===== src/rtl/fft_input_loader_pkg.sv =====
// Shared FFT package: loader states, bit reversal, sample extension rule.
// Defining INPUT_PRESCALE_EN turns on the input left shift.
package fft_input_loader_pkg;

    typedef enum logic [1:0] {
        IDLE,
        LOAD,
        START,
        BUSY
    } state_t;

    localparam int MAX_SIZE = 16;

`ifdef INPUT_PRESCALE_EN
    localparam bit PRESCALE_ON = 1'b1;
`else
    localparam bit PRESCALE_ON = 1'b0;
`endif

    // Reverses the low `size` bits; the result sits in the low bits.
    function automatic logic [MAX_SIZE-1:0] bit_reverse(
        input logic [MAX_SIZE-1:0] v,
        input int                  size
    );
        logic [MAX_SIZE-1:0] r;
        r = '0;
        for (int k = 0; k < MAX_SIZE; k++) begin
            if (k < size) r[k] = v[size-1-k];
        end
        return r;
    endfunction

    function automatic int prescale_shift(input int prescale);
        return PRESCALE_ON ? prescale : 0;
    endfunction

    // A shifted, sign-extended sample must still fit the datapath.
    function automatic bit ext_fits(
        input int in_w,
        input int out_w,
        input int shift
    );
        return (in_w + shift) <= out_w;
    endfunction

endpackage


===== src/rtl/fft_input_loader_if.sv =====
// Valid/ready sample stream into the FFT input loader.
// Carries frame start marker and signed complex sample.
interface fft_input_loader_if #(
    parameter int in_width = 16
) ();

    logic                       valid;
    logic                       ready;
    logic                       sop;
    logic signed [in_width-1:0] re;
    logic signed [in_width-1:0] im;

    modport master (
        output valid,
        output sop,
        output re,
        output im,
        input  ready
    );

    modport slave (
        input  valid,
        input  sop,
        input  re,
        input  im,
        output ready
    );

endinterface


===== src/rtl/fft_bitrev_counter.sv =====
// Frame index counter with terminal flag and bit-reversed view.
// Clear wins over load-one, which wins over increment.
module fft_bitrev_counter
    import fft_input_loader_pkg::*;
#(
    parameter int N    = 16,
    parameter int SIZE = 4
) (
    input  logic            clk,
    input  logic            rst,
    input  logic            clr,
    input  logic            load_one,
    input  logic            inc,
    output logic            last,
    output logic [SIZE-1:0] rev
);

    logic [SIZE-1:0] cnt;

    always_ff @(posedge clk) begin
        if (rst || clr) begin
            cnt <= '0;
        end else if (load_one) begin
            cnt <= SIZE'(1);
        end else if (inc) begin
            cnt <= cnt + 1'b1;
        end
    end

    assign last = (cnt == SIZE'(N - 1));
    assign rev  = SIZE'(bit_reverse(MAX_SIZE'(cnt), SIZE));

endmodule


===== src/rtl/fft_input_loader.sv =====
// FFT front end: frame alignment, bit-reversed RAM fill, stage start.
// Define INPUT_PRESCALE_EN to shift samples left by PRESCALE.
module fft_input_loader
    import fft_input_loader_pkg::*;
#(
    parameter int bit_width = 24,
    parameter int in_width  = 16,
    parameter int N         = 16,
    parameter int SIZE      = 4,
    parameter int PRESCALE  = 4
) (
    input  logic                        clk,
    input  logic                        rst_n,
    fft_input_loader_if.slave           src,
    input  logic                        frame_done_i,
    output logic                        valid_o,
    output logic signed [bit_width-1:0] Re_o,
    output logic signed [bit_width-1:0] Im_o,
    output logic [SIZE-1:0]             wr_ptr_o,
    output logic                        start_o,
    output logic                        resync_o
);

    localparam int SHIFT =
        ext_fits(in_width, bit_width, prescale_shift(PRESCALE))
        ? prescale_shift(PRESCALE) : 0;

    state_t state;
    state_t state_nx;

    logic ready_q;
    logic done_pending;
    logic accept;
    logic write;
    logic cnt_clr;
    logic cnt_one;
    logic cnt_inc;
    logic last;
    logic [SIZE-1:0] rev;

    logic signed [in_width-1:0]  re_in;
    logic signed [in_width-1:0]  im_in;
    logic signed [bit_width-1:0] re_ext;
    logic signed [bit_width-1:0] im_ext;

    assign src.ready = ready_q;
    assign accept    = src.valid & ready_q;

    assign re_in  = src.re;
    assign im_in  = src.im;
    assign re_ext = bit_width'(re_in) <<< SHIFT;
    assign im_ext = bit_width'(im_in) <<< SHIFT;

    always_comb begin
        state_nx = state;
        write    = 1'b0;
        unique case (state)
            IDLE: begin
                if (accept && src.sop) begin
                    write    = 1'b1;
                    state_nx = LOAD;
                end
            end
            LOAD: begin
                if (accept) begin
                    write = 1'b1;
                    if (!src.sop && last) state_nx = START;
                end
            end
            START: state_nx = BUSY;
            BUSY: begin
                if (frame_done_i || done_pending) state_nx = IDLE;
            end
            default: state_nx = IDLE;
        endcase
    end

    assign cnt_clr = (state == START);
    assign cnt_one = write & src.sop;
    assign cnt_inc = write & ~src.sop;

    fft_bitrev_counter #(
        .N   (N),
        .SIZE(SIZE)
    ) u_cnt (
        .clk     (clk),
        .rst     (rst_n),
        .clr     (cnt_clr),
        .load_one(cnt_one),
        .inc     (cnt_inc),
        .last    (last),
        .rev     (rev)
    );

    always_ff @(posedge clk) begin
        if (rst_n) begin
            state        <= IDLE;
            ready_q      <= 1'b0;
            done_pending <= 1'b0;
            valid_o      <= 1'b0;
            Re_o         <= '0;
            Im_o         <= '0;
            wr_ptr_o     <= '0;
            start_o      <= 1'b0;
            resync_o     <= 1'b0;
        end else begin
            state   <= state_nx;
            ready_q <= (state_nx == IDLE) || (state_nx == LOAD);
            // Early completion during START must survive into BUSY.
            if (state == START && frame_done_i) begin
                done_pending <= 1'b1;
            end else if (state_nx == IDLE) begin
                done_pending <= 1'b0;
            end
            valid_o  <= write;
            resync_o <= write & src.sop & (state == LOAD);
            start_o  <= (state == START);
            if (write) begin
                Re_o     <= re_ext;
                Im_o     <= im_ext;
                wr_ptr_o <= src.sop ? '0 : rev;
            end
        end
    end

endmodule


===== src/flat_wrapper.sv =====
// flat-port wrapper written by rule: the top's interface ports become plain ports
module fft_input_loader_flat import fft_input_loader_pkg::*;
#(
    parameter int bit_width = 24,
    parameter int in_width  = 16,
    parameter int N         = 16,
    parameter int SIZE      = 4,
    parameter int PRESCALE  = 4
)
  (clk, rst_n, frame_done_i, valid_o, Re_o, Im_o, wr_ptr_o, start_o, resync_o, src_valid, src_sop, src_re, src_im, src_ready);
  fft_input_loader_if #(.in_width(in_width)) src_i ();
  input  logic clk;
  input  logic rst_n;
  input  logic frame_done_i;
  output logic valid_o;
  output logic signed [bit_width-1:0] Re_o;
  output logic signed [bit_width-1:0] Im_o;
  output logic [SIZE-1:0] wr_ptr_o;
  output logic start_o;
  output logic resync_o;
  input wire logic [$bits(src_i.valid)-1:0] src_valid;
  input wire logic [$bits(src_i.sop)-1:0] src_sop;
  input wire logic [$bits(src_i.re)-1:0] src_re;
  input wire logic [$bits(src_i.im)-1:0] src_im;
  output wire logic [$bits(src_i.ready)-1:0] src_ready;
  assign src_i.valid = src_valid;
  assign src_i.sop = src_sop;
  assign src_i.re = src_re;
  assign src_i.im = src_im;
  assign src_ready = src_i.ready;
  fft_input_loader #(.bit_width(bit_width), .in_width(in_width), .N(N), .SIZE(SIZE), .PRESCALE(PRESCALE)) u_core (.clk(clk), .rst_n(rst_n), .src(src_i), .frame_done_i(frame_done_i), .valid_o(valid_o), .Re_o(Re_o), .Im_o(Im_o), .wr_ptr_o(wr_ptr_o), .start_o(start_o), .resync_o(resync_o));
endmodule

===== config.mk =====
export PLATFORM = sky130hd
export DESIGN_NAME = fft_input_loader_flat
export DESIGN_NICKNAME = d
export VERILOG_FILES = /design/src/rtl/fft_input_loader_pkg.sv /design/src/rtl/fft_input_loader_if.sv /design/src/rtl/fft_bitrev_counter.sv /design/src/rtl/fft_input_loader.sv /design/src/flat_wrapper.sv
export SDC_FILE = /design/constraint.sdc
export NUM_CORES = 1
export LEC_CHECK = 0
export CORE_MARGIN = 5
export CORE_UTILIZATION = 44
export CTS_CLUSTER_DIAMETER = 30
export DETAILED_ROUTE_END_ITERATION = 8
export PLACE_DENSITY_LB_ADDON = 0.12
export SETUP_SLACK_MARGIN = 0.1
export SLEW_MARGIN = 20
export SYNTH_ARGS = -nofsm -noshare
export SYNTH_HDL_FRONTEND = slang
export SYNTH_SLANG_ARGS = --single-unit

===== constraint.sdc =====
create_clock -name clk -period 2.9 [get_ports clk]
set_clock_uncertainty 0.05 [all_clocks]
set_input_delay 0.435 -clock clk [delete_from_list [all_inputs] [get_ports clk]]
set_output_delay 0.435 -clock clk [all_outputs]
set_load 0.02 [all_outputs]

==> reports/metrics.yaml <==
status:
  outcome: "complete, no violations"
logic_synthesis:
  yosysWarnings: 0
  synthDominantCellAreaShare_pct: 47.15
  synth_top_family_by_area: "compound AO/OA/AOI/OAI gates"
  postSynthAreaPerCell_um2: 8.456
  syn_inst: 236
  synthAdderAreaFrac_pct: 0.6270
  synth_mux_area_share_pct: 0
  synth_area_leader_cell: "dfxtp_1"
  ys_ff_latch: 47
  ys_top_cells_by_area: "dfxtp_1 47%, a21oi_1 10%, o21ai_0 9.0%, nand3_1 8.0%, buf_4 6.0%"
  synth_xor_area_share_pct: 0
  synth-simple-area-share_pct: 16.99
  synth.net_count: 274
  synth_cell_type_count: 33
  seq_area_frac_synth_pct: 47.15
  synth_area_um2: 1996
  synth_compound_area_share_pct: 23.39
power:
  clockPowerShare_pct: 32.0
  p_per_area_nw_per_um2: 459.6
  power_mw: 1.331
  switchingPower_mw: 0.3387
  power.leakage_nw: 0.9743
  swShare_pct: 25.45
  seq_power_share_pct: 51.0
  ir_worst_vdd_mv: 0.2712
  power_frac_comb_pct: 16.9
  p_int_mw: 0.9924
clocking:
  post_cts_buffers: 0
  root_buffer: "clkbuf_8"
  cts.reportedPaths.clkPinSlew_ps: 80
  worst_skew_pair.late_latency_ps: 300
  numCtsBuffers: 5
  cts-resized-gates: 0
  holdBufCountCts: 0
  htreeDepth: 2
  cts_tree: "done"
  clkSinkCount: 47
  ctsLongestPathBuffers: 2
timing:
  tightestPinTransition_ps: 634.7
  relSlewSlack_pct: 57.69
  tns_ps: 0
  max_freq_ghz: 0.5184
  drv_slew: 0
  setup_viol: 0
  setup_ws_ps: 970.9
  hold_viol: 0
  rsz0062_at_grt: "no"
  finalCritPeriodShare_pct: 66.52
  layout_min_cycle_time_ps: 1929
final_layout:
  multi_input_area_um2: 820.8
  n_antenna_cell: 0
  post-route-cell-area_um2: 2897
  drive_above_1_share_pct: 5.648
  area_growth_syn_to_layout_pct: 45.14
  fin_util_pct: 66.07
  regArea_um2: 940.9
  n_fill_cell: 392
  final_net_count: 338
global_route:
  gr-total-overflow: 0
  grt_pass1_vias: 1820
  grt_max_degree: 41
  grt_usage_pct: 17.97
  grt_pass1_wl_mm: 8.894
  antenna_found_initial: 0
place:
  post-place-ws_ps: 677.2
  placed_cell_area_um2: 2796
  gp_congestion: 0.7781
  dp_hpwl_mm: 3.691
  placement.io_buffers: 92
setup_path:
  crit_type: "register to output pin"
  crit_chain: "clkdlybuf4s50_1"
  max_stage_delay_ps: 670
  critical_path_buf_inv_count: 1
  cp_data_required_time_ps: 2410
  cp_max_fo: 10
  critical-path-top-delay-family: "buffers and inverters"
  crit_arrival_ps: 1440
  cp-start-kind: "register"
  end_kind: "output pin"
  slowest_stage: "clkdlybuf4s50_1"
floorplan:
  chipHeight_um: 77.35
  ios: 93
  num_rows: 24
  fp.coreArea_um2: 4384
  dieWidth_um: 77.35
  start_util_pct: 45.52
  die_area_um2: 5982
drt:
  drtAntennaViolNets: 0
  drc: 0
  vias: 1904
  first_pass_iters: 4
  routed_wl_mm: 5.490
  wl_per_cell_um: 15.55
  via_per_inst: 5.394
  first_iter_violations: 168
min_path:
  hold_class: "register to register"
run:
  max_cap_viol_count: 0
[registers in the layout (all words and copies together) (netlist names), 2 cells and up]
signal	flops
u_core.Im_o	16
u_core.Re_o	16
u_core.u_cnt.cnt	4
u_core.wr_ptr_o	4
u_core.state	2
[through the flow]
stage | hold WS [ps] | instances
floorplan | 416.3 | 236
global placement | 408.0 | 345
detailed placement | 415.7 | 345
CTS | 425.5 | 353
global route | 447.0 | 353
finish | 423.1 | 353
[logic make-up after synthesis]
kind of cell | Yosys count
adders and majority gates | 1
DFF | 47
buffers and inverters | 42
AOI/OAI and AO/OA | 89
and+or+nand+nor | 57
[worst register-to-register path, stage by stage (launching register included)]
cell and delay [ps]:
dfxtp_1 670, or2_2 640, a21oi_1 150, nor3b_1 190
[area by class of cell]
cell class	instances	area share, %
repair buffers	98	33.35
flip-flops and latches	47	32.48
multi-input cells	147	28.34
clock buffers	8	3.456
well taps	52	2.246
inverters	1	0.1296
[Yosys cell counts]
master and count:
dfxtp_1 47, a21oi_1 41, o21ai_0 36, nand3_1 32, buf_4 16, clkbuf_1 15, buf_2 9, nand4b_1 5
o21ai_1 5, nor2_1 3, nand2_1 2, nand2b_1 2, nor3_1 2, or4_1 2, a211o_1 1, a211oi_1 1
a21oi_2 1, a31oi_1 1, a32oi_1 1, a41oi_1 1, and3_1 1, and3b_1 1, and4b_1 1, buf_6 1
ha_1 1, inv_1 1, nand3b_4 1, nand4_1 1, nor2b_1 1, nor3b_1 1, o21a_1 1, or2_2 1
or2b_1 1
[metal layers]
layer	vias up	track usage, %	share of wire [%]
met5	-	0	0
met4	0	6.186	0.84
met3	4	4.630	7.4
met2	61	28.45	49
met1	888	23.79	43
li1	951	-	-
[worst paths after layout]
path,slack (ps),endpoint,startpoint,depth (start not counted)
min reg2reg,420,u_core.wr_ptr_o[1],u_core.wr_ptr_o[1],2
max,970,Re_o[18],u_core.Re_o[15],1
min,420,u_core.wr_ptr_o[1],u_core.wr_ptr_o[1],2
max reg2reg,1130,u_core.u_cnt.cnt[0],u_core.state[0],3
[layout by cell type (no fill, tap or decap), types with 2 or more instances in the layout]
| cell | count |
|---|---|
| clkdlybuf4s50_1 | 92 |
| dfxtp_1 | 47 |
| a21oi_1 | 41 |
| o21ai_0 | 36 |
| nand3_1 | 32 |
| clkbuf_8 | 7 |
| buf_4 | 6 |
| nand4b_1 | 5 |
| o21ai_1 | 5 |
| nand2b_1 | 2 |
| nor2_1 | 2 |
| nor3_1 | 2 |
| nand2_1 | 2 |
| or4_1 | 2 |
[power by group through the flow]
stage	Combinational [mW]	Clock, mW	Sequential, mW
floorplan	0.0985	0	0.713
global placement	0.225	0	0.694
detailed placement	0.226	0	0.695
CTS	0.227	0.441	0.680
global route	0.241	0.470	0.683
finish	0.225	0.427	0.679
(Power assumes the default switching activity.)
